==> src/rtl/l2_req_arb.sv <==
// l2_req_arb: round-robin host request arbiter with per-stream credits and tag-routed responses
module l2_req_arb #(
  parameter int nstrm = 4,
  parameter int strm_width = $clog2(nstrm),
  parameter int addr_width = 64,
  parameter int max_out = 16,
  parameter int out_width = $clog2(max_out + 1)
) (
  input  logic                          clk,
  input  logic                          reset,
  input  logic [nstrm-1:0]              i_req_v,
  output logic [nstrm-1:0]              i_req_r,
  input  logic [nstrm*addr_width-1:0]   i_req_ea,
  output logic                          o_req_v,
  input  logic                          o_req_r,
  output logic [addr_width-1:0]         o_req_ea,
  output logic [strm_width-1:0]         o_req_tag,
  input  logic                          i_rsp_v,
  output logic                          i_rsp_r,
  input  logic [strm_width-1:0]         i_rsp_tag,
  output logic [nstrm-1:0]              o_rsp_v,
  input  logic [nstrm-1:0]              o_rsp_r,
  output logic                          o_idle
);
  logic                  r_full;
  logic [addr_width-1:0] r_ea;
  logic [strm_width-1:0] r_tag, r_last, w_gnt_idx;
  logic [out_width-1:0]  r_cnt [nstrm];
  logic [nstrm-1:0]      w_elig, w_rot, w_hit, w_rsp_hs, w_dec, w_cnt_zero;
  logic [strm_width:0]   w_k, w_sum;
  logic                  w_load, w_gnt_v, w_grant;
  assign w_load     = ~r_full | o_req_r;
  assign w_grant    = w_load & w_gnt_v;
  assign i_req_r    = w_grant ? nstrm'(1) << w_gnt_idx : '0;
  assign o_req_v    = r_full;
  assign o_req_ea   = r_ea;
  assign o_req_tag  = r_tag;
  assign o_rsp_v    = i_rsp_v ? w_hit : '0;
  // A tag matching no stream is accepted and dropped
  assign i_rsp_r    = ~|w_hit | |(w_hit & o_rsp_r);
  assign w_rsp_hs   = o_rsp_v & o_rsp_r;
  assign w_dec      = w_rsp_hs & ~w_cnt_zero;
  assign o_idle     = ~r_full & &w_cnt_zero;
  // Bit k of w_rot is the stream k+1 places after the last grant
  assign w_rot = nstrm'({w_elig, w_elig} >> ({1'b0, r_last} + (strm_width+1)'(1)));
  for (genvar g = 0; g < nstrm; g++) begin : g_strm
    assign w_elig[g]     = i_req_v[g] & (r_cnt[g] < out_width'(max_out));
    assign w_hit[g]      = i_rsp_tag == strm_width'(g);
    assign w_cnt_zero[g] = r_cnt[g] == '0;
    a_no_underflow: assert property (@(posedge clk) disable iff (!reset) !(w_rsp_hs[g] && w_cnt_zero[g]));
  end
  always_comb begin
    w_gnt_v = |w_rot;
    w_k = '0;
    for (int k = nstrm - 1; k >= 0; k--) w_k = w_rot[k] ? (strm_width+1)'(k) : w_k;
    w_sum = {1'b0, r_last} + w_k + (strm_width+1)'(1);
    w_gnt_idx = strm_width'(w_sum >= (strm_width+1)'(nstrm) ? w_sum - (strm_width+1)'(nstrm) : w_sum);
  end
  always_ff @(posedge clk or negedge reset) begin
    if (!reset) begin
      r_full <= 1'b0;
      r_ea   <= '0;
      r_tag  <= '0;
      r_last <= strm_width'(nstrm - 1);
    end else if (w_load) begin
      r_full <= w_gnt_v;
      if (w_gnt_v) begin
        r_ea   <= i_req_ea[w_gnt_idx*addr_width +: addr_width];
        r_tag  <= w_gnt_idx;
        r_last <= w_gnt_idx;
      end
    end
  end
  always_ff @(posedge clk or negedge reset) begin
    if (!reset) begin
      for (int s = 0; s < nstrm; s++) r_cnt[s] <= '0;
    end else begin
      for (int s = 0; s < nstrm; s++) begin
        if (i_req_r[s] & ~w_dec[s]) r_cnt[s] <= r_cnt[s] + out_width'(1);
        else if (~i_req_r[s] & w_dec[s]) r_cnt[s] <= r_cnt[s] - out_width'(1);
      end
    end
  end
endmodule

==> config.mk <==
export PLATFORM = sky130hd
export DESIGN_NAME = l2_req_arb
export DESIGN_NICKNAME = d
export VERILOG_FILES = /design/src/rtl/l2_req_arb.sv
export SDC_FILE = /design/constraint.sdc
export NUM_CORES = 1
export LEC_CHECK = 0
export ABC_AREA = 1
export ABC_CLOCK_PERIOD_IN_PS = 3500
export BUFFER_PORTS_ARGS = -buffer_cell sky130_fd_sc_hd__buf_2
export CORE_AREA = 2 2 135 137
export CTS_CLUSTER_SIZE = 14
export DETAILED_ROUTE_END_ITERATION = 12
export DIE_AREA = 0 0 137 139
export PLACE_DENSITY = 0.69
export SETUP_SLACK_MARGIN = 0.1
export SLEW_MARGIN = 10
export SYNTH_ARGS = -nofsm -noshare
export SYNTH_HDL_FRONTEND = slang
export SYNTH_SLANG_ARGS = --single-unit
==> constraint.sdc <==
create_clock -name clk -period 3.5 [get_ports clk]
set_input_delay 0.35 -clock clk [delete_from_list [all_inputs] [get_ports clk]]
set_output_delay 0.35 -clock clk [all_outputs]
set_load 0.01 [all_outputs]
== Yosys cells after proc, flatten, opt, wreduce, memory -nomap -nowiden ==
Index checks and enable logic that the tools add are counted.

* Register bits after elaboration: 89
* Bits of input ports: 270
* Output and inout bits: 77
* Logic and storage cells: 90

* Add/subtract/negate cells: 12
* Magnitude comparators: 5
* Equality and inequality tests: 3
* Shift-type cells: 3
* Mux-type cells: 15
* Bitwise operators: 29
* Reductions and logical operators: 15

{| class="wikitable"
|+ Operators by type and width
! kind !! count
|-
| variable part select 256 x 9 -> 64 bit || 1
|-
| 2-to-1 mux 5 bit || 8
|-
| adder 5 x 1 -> 5 bit, second input constant || 4
|-
| zero test 5 bit || 4
|-
| < comparator 5 bit, second input constant || 4
|-
| subtractor 5 x 1 -> 5 bit, second input constant || 4
|-
| AND 1 bit || 14
|-
| AND 4 bit || 3
|-
| OR reduction 4 bit || 3
|-
| 2-to-1 mux 2 bit || 5
|-
| inverter 1 bit || 9
|-
| 2-to-1 mux 4 bit || 2
|-
| nonzero test 2 bit || 4
|-
| right shift 8 x 3 -> 4 bit || 1
|-
| equality test 2 bit, second input constant || 2
|-
| inverter 4 bit || 1
|-
| AND reduction 4 bit || 1
|-
| left shift 1 x 2 -> 4 bit, first input constant || 1
|-
| adder 2 x 1 -> 3 bit, second input constant || 1
|-
| adder 2 x 2 -> 3 bit || 1
|-
| adder 3 x 1 -> 3 bit, second input constant || 1
|-
| greater-or-equal comparator 3 bit, second input constant || 1
|-
| equality test 2 x 1 -> 1 bit, second input constant || 1
|-
| zero test 2 bit || 1
|-
| other kinds (4) || 5
|}

== Longest topological paths before layout ==
Gate-level depths: netlist (run 1).

* Depth after elaboration: 17
* Mapped depth: 25
* Gate-level depth less buffers: 24

== Worst setup path before layout (run 1) ==
No wires, ideal clock.

* Path type: reg2reg
* From: register r_last[0]
* To: register r_cnt[19] in the netlist's numbering
* Setup time: 0.125 ns
* Arrival time: 3.553 ns
* Data required time: 3.375 ns
* Slack: -0.178 ns
* Stages on the path, launching flop included: 23
* Buffers on the path: 3
* Clock period less this slack: 3.678 ns
* Cell sequence: dfstp_2 > inv_2 > nand3_1 > nand3_1 > nand2_1 > nand3_1 > nand2_1 > nand2_1 > ha_1 > buf_2 > buf_4 > buf_1 > nand2_1 > nor2_1 > ha_1 > inv_1 > fa_1 > a21o_1 > a21oi_1 > nand2_1 > nand2_1 > nor2_1 > xor2_1

* Word-level cells in the longest chain between the ends: 15
* Elaborated cells between the ends (all ways): 20
* Those cells by class: add/sub (4); order compare (1); shift (2); mux (7); bitwise (4); reduce/logical (2)

{| class="wikitable"
|+ Ends and longest elaborated chain
! item !! RTL line !! source
|-
| from (decl) || 27 || <nowiki>logic [strm_width-1:0] r_tag, r_last, w_gnt_idx;</nowiki>
|-
| from (signal assigned) || 64 || <nowiki>r_last <= strm_width'(nstrm - 1);</nowiki>
|-
| from (signal assigned) || 70 || <nowiki>r_last <= w_gnt_idx;</nowiki>
|-
| adder 2 x 1 -> 3 bit || 45 || <nowiki>assign w_rot = nstrm'({w_elig, w_elig} >> ({1'b0, r_last} + (strm_width+1)'(1)));</nowiki>
|-
| right shift 8 x 3 -> 4 bit || 45 ||
|-
| 2-to-1 mux 2 bit (4 in a row) || 55 || <nowiki>for (int k = nstrm - 1; k >= 0; k--) w_k = w_rot[k] ? (strm_width+1)'(k) : w_k;</nowiki>
|-
| adder 2 x 2 -> 3 bit || 56 || <nowiki>w_sum = {1'b0, r_last} + w_k + (strm_width+1)'(1);</nowiki>
|-
| adder 3 x 1 -> 3 bit || 56 ||
|-
| greater-or-equal comparator 3 bit / subtractor 2 x 1 -> 2 bit (equally long branches) || 57 || <nowiki>w_gnt_idx = strm_width'(w_sum >= (strm_width+1)'(nstrm) ? w_sum - (strm_width+1)'(nstrm) : w_sum);</nowiki>
|-
| 2-to-1 mux 2 bit || 57 ||
|-
| left shift 1 x 2 -> 4 bit || 34 || <nowiki>assign i_req_r = w_grant ? nstrm'(1) << w_gnt_idx : '0;</nowiki>
|-
| 2-to-1 mux 4 bit (*) || 34 ||
|-
| via i_req_r[0] || 12 || <nowiki>output logic [nstrm-1:0] i_req_r,</nowiki>
|-
| inverter 1 bit || 80 || <nowiki>else if (~i_req_r[s] & w_dec[s]) r_cnt[s] <= r_cnt[s] - out_width'(1);</nowiki>
|-
| AND 1 bit || 80 ||
|-
| nonzero test 2 bit (no source line) || n/a ||
|-
| to (signal, indexed assignment) || 79 || <nowiki>if (i_req_r[s] & ~w_dec[s]) r_cnt[s] <= r_cnt[s] + out_width'(1);</nowiki>
|-
| to (signal, indexed assignment) || 80 ||
|-
| to (decl) || 28 || <nowiki>logic [out_width-1:0] r_cnt [nstrm];</nowiki>
|}

Mark *: on every way through the listed nets, which the timed path passes. The rest lies on a longest branch.
A chain may end at the register's enable or synchronous reset.

== Worst setup path in the final report (run 1) ==
* From: register r_last[1]
* To: register r_cnt[14] in the netlist's numbering

* Word-level cells in the longest chain between the ends: 15
* Elaborated cells between the ends (all ways): 20
* Those cells by class: add/sub (4); order compare (1); shift (2); mux (7); bitwise (4); reduce/logical (2)

{| class="wikitable"
|+ Ends and longest elaborated chain
! item !! RTL line
|-
| adder 2 x 1 -> 3 bit || 45
|-
| right shift 8 x 3 -> 4 bit || 45
|-
| 2-to-1 mux 2 bit (4 in a row) || 55
|-
| adder 2 x 2 -> 3 bit || 56
|-
| adder 3 x 1 -> 3 bit || 56
|-
| greater-or-equal comparator 3 bit / subtractor 2 x 1 -> 2 bit (equally long branches) || 57
|-
| 2-to-1 mux 2 bit || 57
|-
| left shift 1 x 2 -> 4 bit || 34
|-
| 2-to-1 mux 4 bit (*) || 34
|-
| inverter 1 bit || 80
|-
| AND 1 bit || 80
|-
| nonzero test 2 bit (no source line) || n/a
|}

Every way passes the cells marked *; elsewhere a longest branch is shown, timed or not.

==> results.ini, run 1 <==
[run_status]
outcome=finished clean

[logic_synthesis]
synth_top_area_share_pct=34.58
synth_fp_nets=1080
synth_top_cell_by_area=dfrtp_1
synth_compound_area_share_pct=2.842
synth_xor_area_share_pct=1.252
syn_avg_cell_area_um2=7.980
synth_top_family_by_area=simple AND/OR/NAND/NOR gates
syn_area_mm2=0.006296
synth_warnings=0
synthMuxAreaShare_pct=20.35
synth_adder_area_share_pct=4.650
synth-seq-area-share_pct=35.41
synth-seq-cells=89
synthCells=789
synth.area.top_cells=dfrtp_1 (35%), mux2i_1 (20%), nand2_1 (15%)
synthSimpleGateAreaFrac_pct=29.47
synth_cell_types=27

[route]
vias=6626
wl_per_cell_um=14.51
drtIter0Drc=276
drtAntennaViolNets=0
avgViaCountPerCell=4.883
wl_mm=19.70
drc_errors=0
dr.pass1.iters=4

[critical_path]
reg2reg_depth=21
cp-startpoint=r_last[1]
worstSetupEndpoint=r_cnt[14]
r2r-end=r_cnt[14]
crit_fanout=6
crit_required_ns=3.72
rrSetupSlack_ns=0.007
worstSetupPathType=reg2reg
r2r-start=r_last[1]
end_kind=register
worstPathArrival_ns=3.72
critPathLaunchType=register

[placed_design]
dp_cells=1326
postPlaceCellArea_mm2=0.008189
io_buffers=346
dpl.hpwl_mm=14.78
globalplace.congestion=0.8544

[min_path]
hold_class=in2async

[layout]
area_growth_pct=38.73
fin_nets=1413
fin_cells=1357
fillCellCount=1741
design_area_mm2=0.008735
fin_util_pct=49.47
drive_above_1_share_pct=38.63

[clock_network]
cts_max_level=3
insertion_delay_ns=0.34
numCtsBuffers=9
tritoncts=done
cts_root_buf=clkbuf_16
cts_sinks=89
clockBufferDepth=2
cts_hold_buffers=0
clk_pin_slew_ns=0.07

[sta]
tightest_slew_ns=0.8760
rsz0062_at_grt=true
finClkSkew_ns=0.006747
period_share_pct=99.81
hold_viol_final=0
setup_viol=0
relSlewSlack_pct=41.60
slew_violations=0
finalSetupTns_ns=0
period_needed_ns=3.493
max_freq_mhz=286.2

[run]
cap_violations=0

[global_route]
antenna_found_initial=2
grtUsageTotal_pct=20.41
grt_pass1_wl_mm=30.85
grt_overflow=0
first_global_vias=6188
grt_max_degree=76

[die]
die_h_um=139
core_mm2=0.01766
pin_count=347
design.die.area_mm2=0.01904
rows=49
fp.dieW_um=137
start_util_pct=35.66

[power_and_ir_drop]
power_frac_comb_pct=76.4
p_leak_nw=4.944
ir_drop_mv=1.233
p_int_w=0.006296
power.total_w=0.01268
seqPwrFrac_pct=16.0
power.density_mw_per_mm2=1452
p_switching_w=0.006382
swShare_pct=50.34
power.share.clock_pct=7.6

## worst min-delay path by stage
stage,start,to,slack [ns],cells after the start
2_1_floorplan,reset,o_req_ea[0],0.05,0
3_3_place_gp,o_req_ea[1],o_req_ea[1],0.46,2
3_5_place_dp,o_req_ea[30],o_req_ea[30],0.46,2
4_1_cts,reset,r_cnt[11],0.14,1
5_1_grt,reset,r_cnt[13],0.18,1
6_report,reset,r_cnt[11],0.11,1
## placed cells by master, fill, tap and decap left out, types with 6 or more instances in the layout
cell         n
a21o_1       6
nand2_1    239
nand3_1    143
ha_1        12
o21ai_0      7
nand3_2      9
mux2i_1    128
buf_4       25
inv_1       20
dfrtp_1     87
nor3_1       6
a21oi_1      9
nand2_2      6
clkbuf_16    9
buf_2      345
nor2_1      16
## through the flow
step,hold WS (ns),worst slack [ns]
finish,0.1064,0.006527
floorplan,0.05441,0.1086
detailed placement,0.4596,-0.003289
CTS,0.1382,0.08763
global route,0.1800,-0.1689
global placement,0.4577,0.1516
## sequential cells by signal, summed over array words and instances, names as in the netlist
signal     cells
o_req_ea      64
r_cnt         20
o_req_tag      2
r_last         2
o_req_v        1
## layer usage
metal,track usage (%),up-vias,routed length [µm]
li1,-,3330,-
met1,25.22,2997,8059
met2,34.67,254,9735
met3,3.399,45,1183
met4,8.953,0,716
met5,0,-,0
## layout make-up
class                           instances  area, µm²  share of cell area [%]
Clock buffer                           10      239.0                   2.736
Tap cell                              229      286.5                   3.280
Inverter                               27      111.4                   1.275
Timing Repair Buffer                  372       1946                   22.27
Antenna cell                            2      5.005                 0.05730
Sequential cell                        89       2230                   25.53
Clock inverter                          5      56.30                  0.6446
Multi-Input combinational cell        623       3861                   44.21
## timing repair
item                       in CTS  in global routing
setup endpoints to repair       4                  8
pin swaps                       0                 21
gates resized for setup        10                 28
cloned                          0                  0
setup buffers                   0                 14
## power by group through the flow
stage               clock network, W  registers, W  logic, W
detailed placement                 0       0.00203   0.00917
CTS                          0.00100       0.00203   0.00932
finish                      0.000967       0.00203   0.00968
floorplan                          0       0.00219   0.00712
global placement                   0       0.00202   0.00900
global route                 0.00105       0.00210    0.0108
## critical path, cell delays in order (launching register included)
cell	delay, ns
dfstp_2	0.63
inv_1	0.14
nand3_1	0.18
nand3_2	0.12
nand2_2	0.08
nand2_2	0.06
ha_4	0.16
xor2_2	0.15
inv_1	0.07
nand3_2	0.09
nand2_4	0.11
inv_4	0.05
nor3_4	0.23
ha_4	0.19
inv_4	0.05
fa_2	0.37
a21o_1	0.21
a21oi_2	0.16
nand2_1	0.08
nand2_1	0.06
nor2_1	0.05
xor2_1	0.13
## cell usage after synthesis
cell,count
nand2_1,246
nand3_1,152
mux2i_1,128
dfrtp_1,87
inv_1,25
nor2_1,19
clkbuf_1,18
ha_1,17
buf_2,15
a21oi_1,13
buf_6,7
nor3_1,7
o21ai_0,7
a21o_1,6
buf_1,5
buf_4,5
xor2_1,5
a31oi_1,4
fa_1,4
or2_2,4
xnor2_1,4
nor4_1,3
dfstp_2,2
inv_2,2
nand3b_1,2
nand4_1,1
o21ai_2,1
## cells by family (layout without fill, tap and decap cells)
logic type / after synthesis / in the layout
buf+inv: 77 / 414
mux: 128 / 128
flops: 89 / 89
simple gates: 434 / 434
compound gates: 31 / 31
xor+xnor: 9 / 9
other cells: 0 / 2
fa+ha+maj: 21 / 21
Power figures use the tool's default switching activity.
==> inputs of run 2 (changes only) <==
Settings changed: CORE_AREA 2 2 135 137 to 10 10 135 137, CTS_CLUSTER_SIZE 14 to 40, DIE_AREA 0 0 137 139 to 0 0 145 147, PLACE_DENSITY 0.69 to 0.77.
==> results.ini, run 2 (same netlist as run 1, synthesis figures left out) <==
[power_and_ir_drop]
p_leak_nw=4.965  ; was 4.944 nW
p_int_w=0.006387  ; was 0.006296 W
p_switching_w=0.006597  ; was 0.006382 W
ir_drop_mv=1.377  ; was 1.233 mV
seqPwrFrac_pct=15.7  ; was 16.0%
swShare_pct=50.81  ; was 50.34%
power.total_w=0.01298  ; was 0.01268 W
power_frac_comb_pct=76.6  ; was 76.4%
power.share.clock_pct=7.6  ; about the same
power.density_mw_per_mm2=1477  ; was 1452 mW/mm²

[critical_path]
slowest_delay_ns=0.60  ; was 0.63 ns
worstPathArrival_ns=3.59  ; was 3.72 ns
rrSetupSlack_ns=0.14  ; was 0.007 ns
slowest_stage=dfstp_2  ; unchanged
worstSetupPathType=reg2reg  ; unchanged
critPathLaunchType=register  ; unchanged
crit_required_ns=3.73  ; was 3.72 ns
end_kind=register  ; unchanged
path_cells=clkinv_4 > nand3_4 > nand3_2 > nand2_2 > nand3_2 > nand2_2 > nand2_2 > ha_4 > xor2_2 > inv_1 > nand3_2 > nand2_4 > inv_6 > nand2_4 > nor2_4 > ha_4 > inv_4 > fa_2 > a21o_1 > a21oi_2 > nand2_1 > nand2_1 > nor2_2 > xor2_1  ; was inv_1 > nand3_1 > nand3_2 > nand2_2 > nand2_2 > ha_4 > xor2_2 > inv_1 > nand3_2 > nand2_4 > inv_4 > nor3_4 > ha_4 > inv_4 > fa_2 > a21o_1 > a21oi_2 > nand2_1 > nand2_1 > nor2_1 > xor2_1
crit_fanout=6  ; unchanged
reg2reg_depth=24  ; was 21

[global_route]
antenna_found_initial=1  ; was 2
grt_overflow=0  ; unchanged
grt_max_degree=80  ; was 76
grtUsageTotal_pct=20.49  ; was 20.41%
grt_pass1_wl_mm=36.29  ; was 30.85 mm
first_global_vias=7031  ; was 6188

[placed_design]
pre_cts_slack_ns=-0.01090  ; was -0.003289 ns
io_buffers=346  ; unchanged
dp_cells=1314  ; was 1326
globalplace.congestion=0.8687  ; was 0.8544
dpl.hpwl_mm=18.22  ; was 14.78 mm
postPlaceCellArea_mm2=0.008180  ; was 0.008189 mm²

[clock_network]
clk_pin_slew_ns=0.06  ; was 0.07 ns
tritoncts=done  ; unchanged
clockBufferDepth=2  ; unchanged
numCtsBuffers=9  ; unchanged
cts_root_buf=clkbuf_16  ; unchanged
cts_sinks=89  ; unchanged
cts_hold_buffers=0  ; unchanged
insertion_delay_ns=0.34  ; about the same
cts_max_level=3  ; unchanged

[run]
cap_violations=0  ; unchanged

[layout]
design_area_mm2=0.008793  ; was 0.008735 mm²
multi_input_area_mm2=0.003911  ; was 0.003861 mm²
largest_reg_flops=64  ; unchanged
seqCellArea_mm2=0.002230  ; unchanged
drive_above_1_share_pct=39.06  ; was 38.63%
area_growth_pct=39.67  ; was 38.73%
fin_nets=1415  ; was 1413
final_cell_mix=buf_2 (345), nand2_1 (240), nand3_1 (142)  ; was buf_2 (345), nand2_1 (239), nand3_1 (143)
fin_cells=1347  ; was 1357
final_common_cell=buf_2  ; unchanged
fillCellCount=1444  ; was 1741

[sta]
tightest_slew_ns=0.8188  ; was 0.8760 ns
fin_ws_ns=0.1361  ; was 0.006527 ns
slew_violations=0  ; unchanged
holdWs_ns=0.04595  ; was 0.1064 ns
hold_viol_final=0  ; unchanged
setup_viol=0  ; unchanged
finClkSkew_ns=0.005934  ; was 0.006747 ns
relSlewSlack_pct=45.41  ; was 41.60%
max_freq_mhz=297.3  ; was 286.2 MHz
period_share_pct=96.11  ; was 99.81%
period_needed_ns=3.364  ; was 3.493 ns
rsz0062_at_grt=true  ; unchanged

[die]
core_mm2=0.01560  ; was 0.01766 mm²
fp.dieW_um=145  ; was 137 µm
pin_count=347  ; unchanged
die_h_um=147  ; was 139 µm
start_util_pct=40.37  ; was 35.66%
rows=46  ; was 49
design.die.area_mm2=0.02132  ; was 0.01904 mm²

[run_status]
outcome=finished clean  ; unchanged

[route]
wl_per_cell_um=17.10  ; was 14.51 µm
drtAntennaViolNets=0  ; unchanged
wl_mm=23.04  ; was 19.70 mm
drtIter0Drc=338  ; was 276
dr.pass1.iters=5  ; was 4
drc_errors=0  ; unchanged
avgViaCountPerCell=5.010  ; was 4.883
vias=6749  ; was 6626

[min_path]
hold_class=in2async  ; unchanged

run 2: final timing paths:
check | start | to
max | r_last[0] | r_cnt[4]
min | reset | r_cnt[6]
max reg2reg | r_last[0] | r_cnt[4]
min reg2reg | o_req_ea[41] | o_req_ea[41]
max in group asynchronous | reset | o_req_ea[49]
min in group clk | i_req_ea[93] | o_req_ea[29]
run 2: routing by layer:
metal	part of all wire [%]	global-route usage, %	wire length (µm)	up-vias
met4	2.9	7.610	675	0
met2	50	35.17	11530	294
met1	40	24.25	9320	3080
li1	-	-	-	3335
met5	0	0	0	-
met3	6.6	5.068	1513	40
run 2: cell type report:
type	count	share of cell area (%)
Inverter	27	1.323
Antenna cell	2	0.05692
Tap cell	216	3.073
Multi-Input combinational cell	623	44.48
Timing Repair Buffer	374	22.25
Clock inverter	6	0.7399
Sequential cell	89	25.36
Clock buffer	10	2.718
run 2: power by group through the flow:
stage                     clock network (W)  logic [W]  registers [W]
after floorplan                           0    0.00712        0.00219
after global placement                    0    0.00903        0.00202
after detailed placement                  0    0.00932        0.00203
after CTS                           0.00102    0.00944        0.00203
after global routing                0.00107     0.0111        0.00211
final                              0.000992    0.00995        0.00204
run 2: worst max-delay path: cells and delay by family, from the launching register on:
family | cells | cell delay [ns]
xor gates and xnor gates | 2 | 0.28
adders and majority gates | 3 | 0.69
DFF | 1 | 0.60
buffers and inverters | 4 | 0.32
AOI/OAI and AO/OA | 2 | 0.36
and+or+nand+nor | 13 | 1.00
run 2: per-stage QoR:
step                util (%)  setup TNS, ns
detailed placement     52.45       -0.01090
global placement       52.45              0
floorplan                  -              0
global route           56.35       -0.07582
finish                 56.38              0
CTS                    54.65              0
run 2: what timing repair did:
| item | 4_1_cts | 5_1_grt |
|---|---|---|
| pin swaps | 1 | 22 |
| setup endpoints to repair | 4 | 8 |
| gates resized for setup | 9 | 36 |
| hold endpoints to repair | 0 | 0 |
| setup buffers | 1 | 14 |
==> inputs of run 3 (changes only) <==
Settings changed: CORE_AREA 10 10 135 137 to 10 10 125 149, DIE_AREA 0 0 145 147 to 0 0 135 159, PLACE_DENSITY 0.77 to 0.76.
==> results.ini, run 3 (same netlist as run 1, synthesis figures left out) <==
[run_status]
outcome=finished clean  ; unchanged

[route]
dr.pass1.iters=5  ; unchanged
avgViaCountPerCell=5.026  ; was 5.010
vias=6684  ; was 6749
drtAntennaViolNets=0  ; unchanged
drc_errors=0  ; unchanged
drtIter0Drc=436  ; was 338
wl_per_cell_um=17.47  ; was 17.10 µm
wl_mm=23.24  ; was 23.04 mm

[critical_path]
crit_fanout=6  ; unchanged
worstSetupPathType=reg2reg  ; unchanged
worstPathArrival_ns=3.67  ; was 3.59 ns
r2r-start=r_last[0]  ; unchanged
cp-startpoint=r_last[0]  ; unchanged
crit_required_ns=3.72  ; was 3.73 ns
critPathLaunchType=register  ; unchanged
rrSetupSlack_ns=0.06  ; was 0.14 ns
end_kind=register  ; unchanged

[sta]
finClkSkew_ns=0.005981  ; was 0.005934 ns
hold_viol_final=0  ; unchanged
relSlewSlack_pct=32.23  ; was 45.41%
tightest_slew_ns=1.016  ; was 0.8188 ns
setup_viol=0  ; unchanged
period_needed_ns=3.444  ; was 3.364 ns
finalSetupTns_ns=0  ; unchanged
max_freq_mhz=290.4  ; was 297.3 MHz
rsz0062_at_grt=true  ; unchanged
slew_violations=0  ; unchanged
period_share_pct=98.39  ; was 96.11%

[layout]
largest_reg_flops=64  ; unchanged
multi_input_area_mm2=0.003872  ; was 0.003911 mm²
seqCellArea_mm2=0.002230  ; unchanged
drive_above_1_share_pct=38.15  ; was 39.06%
final_cell_mix=buf_2 (345), nand2_1 (239), nand3_1 (144)  ; was buf_2 (345), nand2_1 (240), nand3_1 (142)
area_growth_pct=37.88  ; was 39.67%
design_area_mm2=0.008681  ; was 0.008793 mm²
final_common_cell=buf_2  ; unchanged
fin_nets=1408  ; was 1415
fin_util_pct=55.73  ; was 56.38%
fillCellCount=1448  ; was 1444
n_antenna_cell=0  ; was 2

[global_route]
grt_max_degree=66  ; was 80
grt.busiest_layer=met2  ; unchanged
grt_overflow=0  ; unchanged
use_met3_pct=5.738  ; was 5.068%
use_met1_pct=22.71  ; was 24.25%
grtUsageTotal_pct=20.36  ; was 20.49%
grt_util_met2_pct=35.49  ; was 35.17%
first_global_vias=6781  ; was 7031
antenna_found_initial=1  ; unchanged
grt_pass1_wl_mm=35.33  ; was 36.29 mm

[power_and_ir_drop]
ir_drop_mv=1.380  ; was 1.377 mV
p_leak_nw=4.917  ; was 4.965 nW
power.density_mw_per_mm2=1470  ; was 1477 mW/mm²

[placed_design]
io_buffers=346  ; unchanged
dpl.hpwl_mm=18.31  ; was 18.22 mm
postPlaceCellArea_mm2=0.008170  ; was 0.008180 mm²
globalplace.congestion=0.8868  ; was 0.8687

[clock_network]
numCtsBuffers=9  ; unchanged
cts_root_buf=clkbuf_16  ; unchanged
clk_pin_slew_ns=0.06  ; about the same
clockBufferDepth=2  ; unchanged
tritoncts=done  ; unchanged
insertion_delay_ns=0.34  ; about the same
cts_sinks=89  ; unchanged
cts_max_level=3  ; unchanged

[min_path]
hold_class=in2async  ; unchanged

[die]
core_mm2=0.01558  ; was 0.01560 mm²
start_util_pct=40.42  ; was 40.37%
pin_count=347  ; unchanged
rows=50  ; was 46
design.die.area_mm2=0.02147  ; was 0.02132 mm²
die_h_um=159  ; was 147 µm
fp.dieW_um=135  ; was 145 µm

[run]
cap_violations=0  ; unchanged

-- run 3: metal layers --
layer	share of wire, %	wire [µm]
met1	38	8865
met2	52	12110
met3	7.3	1688
met4	2.4	559
met5	0.056	13
-- run 3: final cells by class --
class                      instances  area share [%]
inverter                          27           1.254
tap                              208           2.998
multi-input combinational        623           44.61
timing repair buffer             367           21.94
clock inverter                     6          0.7639
sequential                        89           25.68
clock buffer                      10           2.753
-- run 3: final timing paths --
path                                endpoint  depth (start not counted)
max in group asynchronous       o_req_ea[60]                          2
worst min register to register      r_cnt[4]                          1
min in group clk                o_req_ea[30]                          5
worst min-delay path               r_cnt[11]                          1
worst max register to register     r_cnt[14]                         23
worst max-delay path               r_cnt[14]                         23
-- run 3: timing repair --
item | in CTS | in global routing
setup endpoints to repair | 2 | 8
hold buffers | 0 | 0
resized for setup | 3 | 30
setup buffers | 0 | 8
pin swaps | 1 | 14
-- run 3: power by group --
part / switching [W] / internal [W]
Clock: 0.000410 / 0.000574
Combinational: 0.00571 / 0.00402
Sequential: 0.000375 / 0.00167
Total: 0.00650 / 0.00626
-- run 3: metrics by stage --
step	power (W)	cells	hold slack [ns]	setup slack, ns
3_3_place_gp	0.01114	1306	0.4571	0.1452
3_5_place_dp	0.01140	1306	0.4595	0.03932
6_report	0.01276	1330	0.06785	0.05641
4_1_cts	0.01245	1322	0.1041	0.08833
2_1_floorplan	0.009309	789	0.05441	0.1086
5_1_grt	0.01395	1330	0.1333	-0.1091
-- run 3: worst max-delay path: stages (launching register included) --
cell and delay, ns:
dfstp_2 0.60, inv_4 0.08, nand3_4 0.08, nand3_2 0.07, nand2_2 0.10, nand3_2 0.07, nand2_2 0.07, nand2_2 0.06
ha_4 0.16, xor2_2 0.15, inv_1 0.07, nand3_2 0.09, nand2_4 0.10, inv_4 0.05, nor3_4 0.25, ha_4 0.20
inv_4 0.05, fa_2 0.36, a21o_1 0.21, a21oi_2 0.16, nand2_1 0.07, nand2_1 0.05, nor2_1 0.05, xor2_1 0.15
